[config.mk]
export PLATFORM = sky130hd
export DESIGN_NAME = conv1_maxpool2x2
export DESIGN_NICKNAME = d
export VERILOG_FILES = /design/src/rtl/conv1_maxpool2x2.sv
export SDC_FILE = /design/constraint.sdc
export NUM_CORES = 2
export LEC_CHECK = 0
export ABC_CLOCK_PERIOD_IN_PS = 10100
export BUFFER_PORTS_ARGS = -buffer_cell sky130_fd_sc_hd__buf_2
export CAP_MARGIN = 20
export CELL_PAD_IN_SITES_DETAIL_PLACEMENT = 0
export CELL_PAD_IN_SITES_GLOBAL_PLACEMENT = 2
export CORE_MARGIN = 2
export CORE_UTILIZATION = 40
export DETAILED_ROUTE_END_ITERATION = 10
export PLACE_DENSITY_LB_ADDON = 0.1
export SYNTH_ARGS = -nofsm -noshare
export SYNTH_HDL_FRONTEND = slang
export SYNTH_SLANG_ARGS = --single-unit
[constraint.sdc]
create_clock -name clk -period 10.1 [get_ports clk]
set_input_delay 1.01 -clock clk [delete_from_list [all_inputs] [get_ports clk]]
set_output_delay 1.01 -clock clk [all_outputs]
set_load 0.01 [all_outputs]
[src/rtl/conv1_maxpool2x2.sv]
// 2x2 stride-2 max pooling over four conv1 feature-map channels, one input row per beat.
// Optional CONV1_POOL_RELU_EN: pixels are signed and clamped at zero before the compare.
module conv1_maxpool2x2 #(
  parameter int unsigned COLS = 24,
  parameter int unsigned ROWS = 24,
  parameter int unsigned DW   = 8
) (
  input  logic                   clk,
  input  logic                   rst_n,
  input  logic                   din_vald,
  input  logic                   din_sof,
  input  logic [COLS*DW-1:0]     din_0,
  input  logic [COLS*DW-1:0]     din_1,
  input  logic [COLS*DW-1:0]     din_2,
  input  logic [COLS*DW-1:0]     din_3,
  output logic                   dout_vald,
  output logic [COLS/2*DW-1:0]   dout_0,
  output logic [COLS/2*DW-1:0]   dout_1,
  output logic [COLS/2*DW-1:0]   dout_2,
  output logic [COLS/2*DW-1:0]   dout_3,
  output logic [3:0]             dout_row,
  output logic                   frame_done
);

  localparam int unsigned IW = COLS * DW;
  localparam int unsigned OC = COLS / 2;
  localparam int unsigned OW = OC * DW;
  localparam int unsigned CW = $clog2(ROWS);

  typedef enum logic {EVEN = 1'b0, ODD = 1'b1} state_e;

  state_e                 state_q, state_d;
  logic [CW-1:0]          row_cnt_q, row_cnt_d;
  logic [3:0][IW-1:0]     buf_q, buf_d;
  logic [3:0][OW-1:0]     dout_q, dout_d;
  logic                   dout_vald_q, dout_vald_d;
  logic [3:0]             dout_row_q, dout_row_d;
  logic                   frame_done_q, frame_done_d;

  logic [3:0][IW-1:0]     din_c;
  logic [3:0][OW-1:0]     pool_c;
  logic                   last_c;

  assign din_c  = {din_3, din_2, din_1, din_0};
  assign last_c = (row_cnt_q == CW'(ROWS - 1));

  function automatic logic [DW-1:0] clamp(input logic [DW-1:0] p);
`ifdef CONV1_POOL_RELU_EN
    clamp = p[DW-1] ? '0 : p;
`else
    clamp = p;
`endif
  endfunction

  // After clamping every pixel is non-negative, so an unsigned compare serves both modes.
  function automatic logic [DW-1:0] max2(input logic [DW-1:0] a, input logic [DW-1:0] b);
    max2 = (a > b) ? a : b;
  endfunction

  // Pooled row from the stored (even) row and the current (odd) row.
  always_comb begin
    pool_c = '0;
    for (int c = 0; c < 4; c++) begin
      for (int k = 0; k < int'(OC); k++) begin
        pool_c[c][OW-1-DW*k -: DW] = max2(
          max2(clamp(buf_q[c][IW-1-DW*(2*k)   -: DW]), clamp(buf_q[c][IW-1-DW*(2*k+1) -: DW])),
          max2(clamp(din_c[c][IW-1-DW*(2*k)   -: DW]), clamp(din_c[c][IW-1-DW*(2*k+1) -: DW])));
      end
    end
  end

  // State register.
  always_ff @(posedge clk or negedge rst_n) begin
    if (!rst_n) begin
      state_q      <= EVEN;
      row_cnt_q    <= '0;
      buf_q        <= '0;
      dout_q       <= '0;
      dout_vald_q  <= 1'b0;
      dout_row_q   <= '0;
      frame_done_q <= 1'b0;
    end else begin
      state_q      <= state_d;
      row_cnt_q    <= row_cnt_d;
      buf_q        <= buf_d;
      dout_q       <= dout_d;
      dout_vald_q  <= dout_vald_d;
      dout_row_q   <= dout_row_d;
      frame_done_q <= frame_done_d;
    end
  end

  // Next state: sof always restarts at row 0, so the following beat is odd.
  always_comb begin
    state_d   = state_q;
    row_cnt_d = row_cnt_q;
    if (din_vald) begin
      if (din_sof) begin
        state_d   = ODD;
        row_cnt_d = CW'(1);
      end else if (state_q == EVEN) begin
        state_d   = ODD;
        row_cnt_d = row_cnt_q + CW'(1);
      end else begin
        state_d   = EVEN;
        row_cnt_d = last_c ? '0 : row_cnt_q + CW'(1);
      end
    end
  end

  // Outputs and row buffers.
  always_comb begin
    buf_d        = buf_q;
    dout_d       = dout_q;
    dout_vald_d  = 1'b0;
    dout_row_d   = dout_row_q;
    frame_done_d = 1'b0;
    if (din_vald && (din_sof || state_q == EVEN)) begin
      buf_d = din_c;
    end else if (din_vald) begin
      dout_d       = pool_c;
      dout_vald_d  = 1'b1;
      dout_row_d   = 4'(row_cnt_q >> 1);
      frame_done_d = last_c;
    end
  end

  assign dout_vald  = dout_vald_q;
  assign dout_0     = dout_q[0];
  assign dout_1     = dout_q[1];
  assign dout_2     = dout_q[2];
  assign dout_3     = dout_q[3];
  assign dout_row   = dout_row_q;
  assign frame_done = frame_done_q;

endmodule

==> results.cfg <==
[outcome]
run_status = finished, final reports clean

[flow_run]
cap_viol_max_count = 0

[power]
clockPowerShare_pct = 27.9
power.net_switching_mw = 7.94
power.leakage_nw = 49.3
switching_share_pct = 38.1
power_per_cell_area_mw_per_mm2 = 219
combinational_cell_fraction_of_total_power_pct = 39.7
seq_power_share_pct = 32.4
p_total_mw = 20.8
design_internal_power_mw = 12.9
max-vdd-ir-drop_mv = 0.174

[route]
avgViaCountPerCell = 5.33
drt-wirelength-per-cell_microns = 21.6
drt_wl_total_microns = 264000
drt-initial-drc-count = 3503
post-route-drc-count = 0
drtPass1Iterations = 6
drtAntennaViolNets = 0
vias = 65200

[synthesis]
syn-cell-area_sq_mm = 0.0810
yosys.area_share.xor_xnor_pct = 0
synth_simple_gate_area_share_pct = 9.05
synth_cell_type_count = 46
ys.warnings.count = 0
ys_async_sr_fraction_pct = 100
synth_seq_area_share_pct = 36.0
syn-mean-instance-area_sq_um = 9.89
synth-edff-count = 0
synth_cells = 8190
main_combinational_cell_family_by_area_after_synthesis = adder cells
synthFlopType = dfrtp_1
ys_ff_latch = 1164
synthMuxAreaShare_pct = 14.5
synth-adder-area-share_pct = 17.8
synth.net_count = 10100
synth-compound-area-share_pct = 15.8

[die]
overall_die_width_microns = 454
core_sq_mm = 0.202
rows = 165
initial_standard_cell_utilization_of_the_core_pct = 40.2
die-height_microns = 454
io-pin-count = 1162
fp.dieArea_sq_mm = 0.206

[placement]
gpl.final_weighted_congestion = 0.903
port_buffers = 1161
placement.setup.worst_slack_ps = 5670
dp_hpwl_microns = 211000

[sta]
min_period_ps = 3860
setup_violation_total_in_the_final_timing_report = 0
grt_setup_unrepaired = no
totalNegativeSetupSlack_ps = 0
slew_margin_rel_pct = 33.6
timing.fmax_mhz = 259
period_share_pct = 38.2
timing.final.hold_violations = 0
timing.clock.skew_ps = 23.7
worst_pin_slew_ps = 996
slew_viol_final = 0
fin_ws_ps = 6240

[critical_path]
worstSetupStartpointType = register
regToRegSetupSlack_ps = 6240
crit_start = buf_q[417]
worst_r2r_endpoint = dout_2[19]
worst_setup_path_endpoint = dout_2[19]
worst-endpoint-required_ps = 10800
worstPathMaxFanout = 8
data_arrival_time_of_the_worst_path_ps = 4560
timing.rr.start = buf_q[417]
crit_path_top_delay_cell = o32ai_4
critical_path.cell_chain = inv_1 -> ha_1 -> nor2b_1 -> o211ai_2 -> a21oi_1 -> o32ai_4 -> mux2i_1 -> inv_1 -> ha_1 -> a21o_1 -> a221o_1 -> a21oi_1 -> a31o_2 -> nand2_1 -> o221ai_1
path_class = reg2reg
crit_path_max_incr_delay_ps = 540
timing.critical_path.to_type = register
rr_worst_depth = 15

[global_route]
number_of_global_route_vias_before_repair = 66700
grt_first_pass_wirelength_microns = 400000
gr-total-overflow = 0
global_route.usage.total_pct = 25.1
antenna_found_initial = 226
grt_start_max_net_pins = 226

[clocking]
clockRootBuffer = clkbuf_16
clock_tree.htree_level_count = 4
ctsResizeCount = 0
cts_hold_buf = 0
cts_setup_buffers = 0
cts.path.max_buffers = 3
cts_buffers = 156
clock_sinks = 1164
tritoncts_clock_tree = yes
clock_pin_slew_on_the_worst_setup_and_hold_paths_ps = 60
insertion_delay_ps = 800

[final_layout]
finalNetCount = 11200
layout-area-overhead-vs-synth_pct = 17.4
layout-drive-gt1-share_pct = 22.3

[hold_path]
min-delay-path-class = in2async
metal layers:
| metal | global-route usage (%) | part of all wire (%) |
|---|---|---|
| met5 | 0 | 0.18 |
| met4 | 16.7 | 6.9 |
| met3 | 5.17 | 5.1 |
| met2 | 41.0 | 47 |
| met1 | 29.8 | 41 |
through the flow:
step	util, %	hold slack, ps	std cells	instance area, sq um
floorplan	-	471	8190	81000
global placement	44.3	459	11800	89400
detailed placement	44.3	462	11800	89400
CTS	47.0	107	12100	94800
global route	47.1	116	12200	95100
finish	47.2	102	12200	95100
critical path: cells and delay by family, from the launching register on:
| family | cells | cell delay [ps] |
|---|---|---|
| multiplexers | 1 | 450 |
| flip-flops | 1 | 380 |
| AO/OA/AOI/OAI | 8 | 1850 |
| buffers and inverters | 2 | 140 |
| adder cells (fa/ha/maj) | 2 | 600 |
| AND/OR/NAND/NOR | 2 | 340 |
power by group through the flow:
| stage | clock network (mW) | registers [mW] | logic, mW |
|---|---|---|---|
| after floorplan | 0 | 6.95 | 5.07 |
| after global placement | 0 | 6.77 | 8.22 |
| after detailed placement | 0 | 6.81 | 8.28 |
| after CTS | 5.97 | 6.75 | 8.34 |
| after global routing | 6.16 | 6.90 | 9.28 |
| final | 5.81 | 6.74 | 8.26 |
sequential cells by signal, summed over array words and instances, names as in the netlist:
signal and count:
buf_q 768, row_cnt_q 5, state_q 1, dout_2 96, dout_0 96, dout_3 96
dout_1 96, dout_vald 1, dout_row 4, frame_done 1
cells in the mapped netlist, types with 127 or more instances:
cell / n / share of area [%]
inv_1: 1182 / 5.5
mux2i_1: 755 / 9.3
o221ai_1: 397 / 4.3
a21oi_1: 312 / 1.9
nand4_1: 260 / 2.0
ha_1: 1153 / 18
o21ai_0: 549 / 3.4
nor2_1: 127 / 0.59
nand2_1: 933 / 4.3
mux2_2: 371 / 5.2
buf_2: 129 / 0.80
dfrtp_1: 1164 / 36
final cells by class:
type | count | area (sq um)
Clock buffer | 240 | 4830
Tap cell | 2672 | 3340
Antenna cell | 119 | 298
Multi-Input combinational cell | 5601 | 46300
Inverter | 1183 | 4450
Sequential cell | 1164 | 29100
Fill cell | 19300 | 107000
Timing Repair Buffer | 1189 | 6190
Clock inverter | 49 | 527
logic make-up after synthesis:
group / count (synthesis)
buffers and inverters: 1425
flip-flops: 1164
multiplexers: 1126
AO/OA/AOI/OAI: 1759
AND/OR/NAND/NOR: 1563
adder cells (fa/ha/maj): 1153
layout by cell type, fill, tap and decap left out, types with 127 or more instances in the layout:
cell and count:
ha_1 1153, inv_1 1182, buf_2 1160, a21oi_1 312, nor2_1 127, o221ai_1 397, nand2_1 933, mux2_2 371
o21ai_0 549, nand4_1 260, mux2i_1 755, clkbuf_16 166, dfrtp_1 1164
how the worst min path moves through the flow:
stage                       end  slack [ps]
floorplan             buf_q[24]         470
CTS                  buf_q[539]         110
finish               buf_q[530]         100
global route         buf_q[539]         120
global placement    dout_row[1]         460
detailed placement  dout_row[1]         460
No activity file was read; power rests on OpenSTA's default activity.
